==> src/rtl/window_buffer_kxk.sv <==
// K x K sliding-window generator over a raster pixel stream.
// Optional macro WINBUF_OUT_REG_EN adds one output register stage.
module window_buffer_kxk #(
  parameter int DATA_W = 8,
  parameter int IMG_W  = 32,
  parameter int IMG_H  = 32,
  parameter int K      = 5
) (
  input  logic                      clk,
  input  logic                      rst,
  input  logic                      in_valid,
  input  logic                      in_sof,
  input  logic [DATA_W-1:0]         in_data,
  output logic                      win_valid,
  output logic [K*K*DATA_W-1:0]     win_data,
  output logic [$clog2(IMG_H)-1:0]  win_row,
  output logic [$clog2(IMG_W)-1:0]  win_col,
  output logic                      frame_done
);

  localparam int L   = (K-1)*IMG_W + K;
  localparam int RBW = $clog2(IMG_H);
  localparam int CBW = $clog2(IMG_W);

  logic [DATA_W-1:0]     sh_q [L];
  logic [K*K*DATA_W-1:0] taps;

  logic [CBW-1:0] col_q, col_d, cur_col;
  logic [RBW-1:0] row_q, row_d, cur_row;
  logic           qual, last;

  logic           v1_q, done1_q;
  logic [RBW-1:0] row1_q;
  logic [CBW-1:0] col1_q;

  // Coordinate of the pixel on the input this cycle and its successor.
  always_comb begin
    cur_col = in_sof ? '0 : col_q;
    cur_row = in_sof ? '0 : row_q;
    col_d   = cur_col + 1'b1;
    row_d   = cur_row;
    if (cur_col == CBW'(IMG_W-1)) begin
      col_d = '0;
      if (cur_row == RBW'(IMG_H-1))
        row_d = '0;
      else
        row_d = cur_row + 1'b1;
    end
    qual = (cur_row >= RBW'(K-1)) && (cur_col >= CBW'(K-1));
    last = (cur_row == RBW'(IMG_H-1)) && (cur_col == CBW'(IMG_W-1));
  end

  // Shift line: (K-1) full rows plus K pixels, advancing on accept.
  always_ff @(posedge clk) begin
    if (rst) begin
      for (int n = 0; n < L; n++)
        sh_q[n] <= '0;
    end else if (in_valid) begin
      sh_q[0] <= in_data;
      for (int n = 1; n < L; n++)
        sh_q[n] <= sh_q[n-1];
    end
  end

  // Window taps: (K-1,K-1) is the newest entry, (0,0) the oldest.
  for (genvar i = 0; i < K; i++) begin : g_row
    for (genvar j = 0; j < K; j++) begin : g_col
      assign taps[(i*K+j)*DATA_W +: DATA_W] =
        sh_q[(K-1-i)*IMG_W + (K-1-j)];
    end
  end

  // Position counters and the first-stage window qualifiers.
  always_ff @(posedge clk) begin
    if (rst) begin
      col_q   <= '0;
      row_q   <= '0;
      v1_q    <= 1'b0;
      done1_q <= 1'b0;
      row1_q  <= '0;
      col1_q  <= '0;
    end else if (in_valid) begin
      col_q   <= col_d;
      row_q   <= row_d;
      v1_q    <= qual;
      done1_q <= last;
      row1_q  <= cur_row;
      col1_q  <= cur_col;
    end else begin
      v1_q    <= 1'b0;
      done1_q <= 1'b0;
    end
  end

`ifdef WINBUF_OUT_REG_EN
  logic                  win_valid_q, frame_done_q;
  logic [K*K*DATA_W-1:0] win_data_q;
  logic [RBW-1:0]        win_row_q;
  logic [CBW-1:0]        win_col_q;

  // Extra output stage; window data loads only with a valid window.
  always_ff @(posedge clk) begin
    if (rst) begin
      win_valid_q  <= 1'b0;
      frame_done_q <= 1'b0;
      win_data_q   <= '0;
      win_row_q    <= '0;
      win_col_q    <= '0;
    end else begin
      win_valid_q  <= v1_q;
      frame_done_q <= done1_q;
      win_row_q    <= row1_q;
      win_col_q    <= col1_q;
      if (v1_q)
        win_data_q <= taps;
    end
  end

  assign win_valid  = win_valid_q;
  assign frame_done = frame_done_q;
  assign win_data   = win_data_q;
  assign win_row    = win_row_q;
  assign win_col    = win_col_q;
`else
  assign win_valid  = v1_q;
  assign frame_done = done1_q;
  assign win_data   = taps;
  assign win_row    = row1_q;
  assign win_col    = col1_q;
`endif

endmodule

==> config.mk <==
export PLATFORM = sky130hd
export DESIGN_NAME = window_buffer_kxk
export DESIGN_NICKNAME = d
export VERILOG_FILES = /design/src/rtl/window_buffer_kxk.sv
export SDC_FILE = /design/constraint.sdc
export NUM_CORES = 1
export LEC_CHECK = 0
export ABC_AREA = 1
export BUFFER_PORTS_ARGS = -buffer_cell sky130_fd_sc_hd__buf_2
export CORE_MARGIN = 3
export CORE_UTILIZATION = 55
export DETAILED_ROUTE_END_ITERATION = 10
export GPL_TIMING_DRIVEN = 0
export PLACE_DENSITY = 0.84
export SLEW_MARGIN = 20
export SYNTH_ARGS = -nofsm -noshare
export SYNTH_HDL_FRONTEND = slang
export SYNTH_SLANG_ARGS = --single-unit
==> constraint.sdc <==
create_clock -name clk -period 22.9 [get_ports clk]
set_clock_uncertainty 0.15 [all_clocks]
set_input_delay 2.29 -clock clk [delete_from_list [all_inputs] [get_ports clk]]
set_output_delay 2.29 -clock clk [all_outputs]
set_load 0.02 [all_outputs]
# ---- Word level (Yosys, flattened, before mapping)
# Memory sizes are Yosys's and may differ from the RTL's.
# Cells that the tools add are included.
dict set report op_classes {
  n_eq_ne 2
  div_mod_pow 0
  n_addsub 2
  mul 0
  magnitude_cmp 2
  n_bitwise 134
  n_mux 143
  n_shift 0
  reduce_logical 3
}
# cell count
set ops {}
lappend ops {{8-bit 2-to-1 mux} 133}
lappend ops {{1-bit OR} 133}
lappend ops {{5-bit 2-to-1 mux} 5}
lappend ops {{5-bit by 1-bit adder with 5-bit output (second input constant)} 2}
lappend ops {{5-bit equality test (second input constant)} 2}
lappend ops {{5-bit by 3-bit >= comparator with 1-bit output (second input constant)} 2}
lappend ops {{1-bit 2-to-1 mux} 5}
lappend ops {{1-bit logical AND} 2}
lappend ops {{2-bit OR reduction} 1}
lappend ops {{1-bit inverter} 1}
dict set report word_totals {
  mem_bits_ro 0
  ramBits 1064
  in_bits 12
  ff_bits 22
  mem_count 1
  latchBits 0
  output_inout_bits 212
}
# memory words width rd rd_clocked_by_memory_dff write_ports line
set memory_table {}
lappend memory_table {sh_q 133 8 133 0 133 25} ;# logic [DATA_W-1:0] sh_q [L];

# ---- Longest topological paths before layout
dict set report logic_depth {
  ltp_word 4
  mapped_depth 13
}

# ---- Worst setup path after synthesis
# OpenSTA, ideal clock, no wires.
dict set report synth_timing {
  path_type {input port to flip-flop}
  startpoint {in rst}
  endpoint {reg col_q[1]}
  arrival_ns 23.536
  path_slack_ns -1.781
  required_ns 21.755
  n_path_buf 1
  stages 4
  cell_sequence {buf_2 nor2_2 inv_1 o21ai_0}
}
# item line
set synth_lines {}
lappend synth_lines {{start: declaration} 10} ;# input logic rst,
lappend synth_lines {{end signal: assignment} 83} ;# col_q <= col_d;
lappend synth_lines {{end: declaration} 28} ;# logic [CBW-1:0] col_q, col_d, cur_col;

==> key figures <==
Critical path
  – Crit-path cells: buf_2 -> nor2_2 -> clkinvlp_4 -> buf_12 -> buf_12 -> buf_12 -> buf_12 -> buf_12 -> buf_16
  – Crit-path leading delay family: buffers and inverters
  – Startpoint type of the worst setup path: input port
  – Critical Setup Path Class: in -> reg
  – Reg2Reg Depth: 10
  – Worst Path Arrival: 5.46 ns
  – Crit-path max FO: 36
  – Req. time, crit path: 23.17 ns
  – Number of buffers and inverters on the critical path: 8
  – Reg2reg start: col_q[0]
  – Element type at the critical path end: flop
  – Cell mode on critical path: buf_12
  – Worst Setup SP: rst
  – Crit-path slowest cell: clkinvlp_4
  – Worst path max stage delay: 0.89 ns
  – Reg2reg setup slack: 20.90 ns
  – RR Endpoint: row_q[3]

Synthesis
  – Post-Synthesis Cells: 3471
  – Post-synthesis register bit count: 1086
  – Top cell type by total area after synthesis: edfxtp_1
  – Seq/Total Area, Yosys: 0.775
  – Post-Synthesis Cell Area: 41800 um2
  – Yosys top cell area share: 0.765
  – Leading post-synthesis cells by cell area: edfxtp_1 76%, inv_1 9.7%, nor2_1 9.6%
  – Unique masters post-synth: 19
  – Synthesized Nets: 3488
  – Yosys warning total: 0
  – Post-Syn Area per Cell: 12.0 um2

Place
  – Placed insts: 4696
  – Gp weighted congestion: 0.747
  – Dpl hpwl: 50800 um
  – Port Buffers: 222
  – Area after DPL: 44900 um2

Pwr
  – Combinational share of power: 0.055
  – Seq pwr share: 0.549
  – NetSw: 0.947 mW
  – Pwr dens: 88.8 nW/um2
  – VDD IR max: 0.0643 mV
  – Internal: 3.34 mW
  – Clock power frac: 0.396
  – Sw Ratio: 0.221
  – Pleak: 20.2 nW

Die
  – Die width: 282 um
  – Core area: 74800 um2
  – DIE HEIGHT: 282 um
  – Initial Util: 0.559
  – Die area: 79300 um2
  – I/O Pins: 224
  – Row Count: 100

Final layout
  – End-of-flow core utilization: 0.645
  – Share of cells above drive strength 1: 0.142
  – Post-route insts no fill: 4894
  – Fillers: 4915
  – P&R area growth vs syn: 15.5%
  – Final Cell Area: 48300 um2
  – Layout Nets: 3851

GRT
  – Largest net degree at the start of global routing: 39
  – Total Routing Usage GR: 0.203
  – Vias in the first global route: 23900
  – First-pass GRT wire length: 125000 um
  – Initial antenna violation count: 2
  – Gr ovfl total: 0

Min path
  – Hold endpoint: col_q[3]
  – HP Class: reg -> reg
  – Min-delay src: col_q[3]
  – Hold Path Cell Cnt: 2

Routing
  – Number of DRC markers in iteration 0: 2055
  – DRT Pass-1 Iters: 5
  – Post-route DRC: 0
  – Routed WL: 80600 um
  – Vias: 23700
  – Wire per inst: 16.5 um
  – Post-route ant nets: 0
  – Via-to-Cell Ratio: 4.84

Timing
  – Endpoints failing setup: 0
  – Final hold vios: 0
  – Slew margin rel.: 0.486
  – Max Slew Vio Count: 0
  – RSZ-0062 raised after global routing: false
  – Period utilization: 0.227
  – Fin Setup TNS: 0 ns
  – Worst-margin pin slew: 0.770 ns
  – Clock period minus worst slack: 5.20 ns
  – FMAX: 192 MHz

Clock tree
  – Cts bufs inserted: 105
  – CTS H-tree lvls: 3
  – Num Clock Sinks: 1086
  – Worst-Skew Late Latency: 0.68 ns
  – Clock buffer depth: 3
  – Clock tree root buffer cell: clkbuf_16
  – Clock slew at reported path FFs: 0.06 ns
  – Hold-fix buffers, CTS: 0
  – Post-CTS Repair Setup Buffers: 0
  – CTS tree: built
  – Post-cts sizing count: 0

Job
  – Max_cap viols: 0

Run status
  – Outcome: completed
-- cell usage in the layout, fill, tap and decap left out --
master      Yosys  final
clkbuf_1        2     21
o21ai_0        20     20
nand2_4         1      1
clkinv_16       0      2
buf_1           2      2
buf_16          0      7
diode_2         0      1
bufinv_16       0      9
clkinv_4        0      1
nand2_1        39     39
clkinv_1        0     32
clkbuf_16       0    107
buf_4          32     32
buf_2         105    327
clkinvlp_4      0      4
a21oi_1         2      2
a22o_1          1      1
clkinv_8        0      1
buf_6          13     13
buf_12          0     27
clkinv_2        0     19
inv_16          0      2
nor2_1       1072   1072
nor2_2          1      1
nand3_1         9      9
inv_6           0      2
inv_1        1078   1077
ha_1            5      5
edfxtp_1     1064   1064
nor3_1          1      1
inv_2           2      2
dfxtp_1        22     22
-- worst reg2reg max path, delay by kind of cell (launching register included) --
kind            cells  cell delay [ns]
compound gates      1             0.20
fa+ha+maj           1             0.13
buf+inv             2             0.36
flops               1             0.33
simple gates        6             0.77
-- power groups by stage --
stage / clock [mW] / combinational (mW) / sequential, mW
floorplan: 0 / 0.122 / 2.46
global placement: 0 / 0.207 / 2.46
detailed placement: 0 / 0.233 / 2.39
CTS: 1.72 / 0.239 / 2.35
global route: 1.79 / 0.262 / 2.36
finish: 1.70 / 0.236 / 2.35
-- flip-flops by register name (all words and copies together), names as in the netlist --
register / cells
win_col: 5
frame_done: 1
sh_q: 1064
col_q: 5
row_q: 5
win_valid: 1
win_row: 5
-- logic make-up after synthesis --
logic type,synth area share
AO/OA/AOI/OAI,0.00284
adder cells (fa/ha/maj),0.00150
buffers and inverters,0.119
flip-flops,0.775
AND/OR/NAND/NOR,0.101
-- how the worst max path moves through the flow --
stage               slack [ns]  cells after the start     endpoint
finish                   17.70                      9  sh_q[8][28]
global route             17.59                      9  sh_q[8][26]
CTS                      17.78                      9  sh_q[8][25]
detailed placement       17.09                      9  sh_q[8][25]
global placement         -3.05                      3  sh_q[8][26]
floorplan                 3.46                      3   sh_q[0][0]
-- layer usage --
layer | up-vias | GRT usage | wire length (um)
met5 | - | 0 | 0
met2 | 813 | 0.359 | 41700
met3 | 173 | 0.0342 | 4760
li1 | 11200 | - | -
met4 | 0 | 0.0689 | 2200
met1 | 11500 | 0.257 | 31900
-- metrics by stage --
| stage | worst slack, ns | hold slack, ns | power [mW] |
|---|---|---|---|
| 2_1_floorplan | 3.46 | 0.276 | 2.58 |
| 3_3_place_gp | -3.05 | 0.287 | 2.67 |
| 3_5_place_dp | 17.09 | 0.296 | 2.62 |
| 4_1_cts | 17.78 | 0.314 | 4.31 |
| 5_1_grt | 17.59 | 0.336 | 4.41 |
| 6_report | 17.70 | 0.312 | 4.28 |
-- synth_stat cells (all sizes together) --
cell and n:
nand3 9, ha 5, edfxtp 1064, inv 1080, buf 152, a22o 1, nor2 1073, dfxtp 22
a21oi 2, nor3 1, nand2 40, o21ai 20, clkbuf 2
-- final cells by class --
type / instances / area, um2 / area share
sequential: 1086 / 32400 / 0.671
multi-input combinational: 1151 / 4420 / 0.0916
inverter: 1080 / 4060 / 0.0841
clock buffer: 126 / 2750 / 0.0570
timing repair buffer: 256 / 1840 / 0.0382
tap: 969 / 1210 / 0.0251
buffer: 154 / 927 / 0.0192
clock inverter: 71 / 651 / 0.0135
antenna: 1 / 2.50 / 0.0000519
Power figures use the tool's default switching activity.
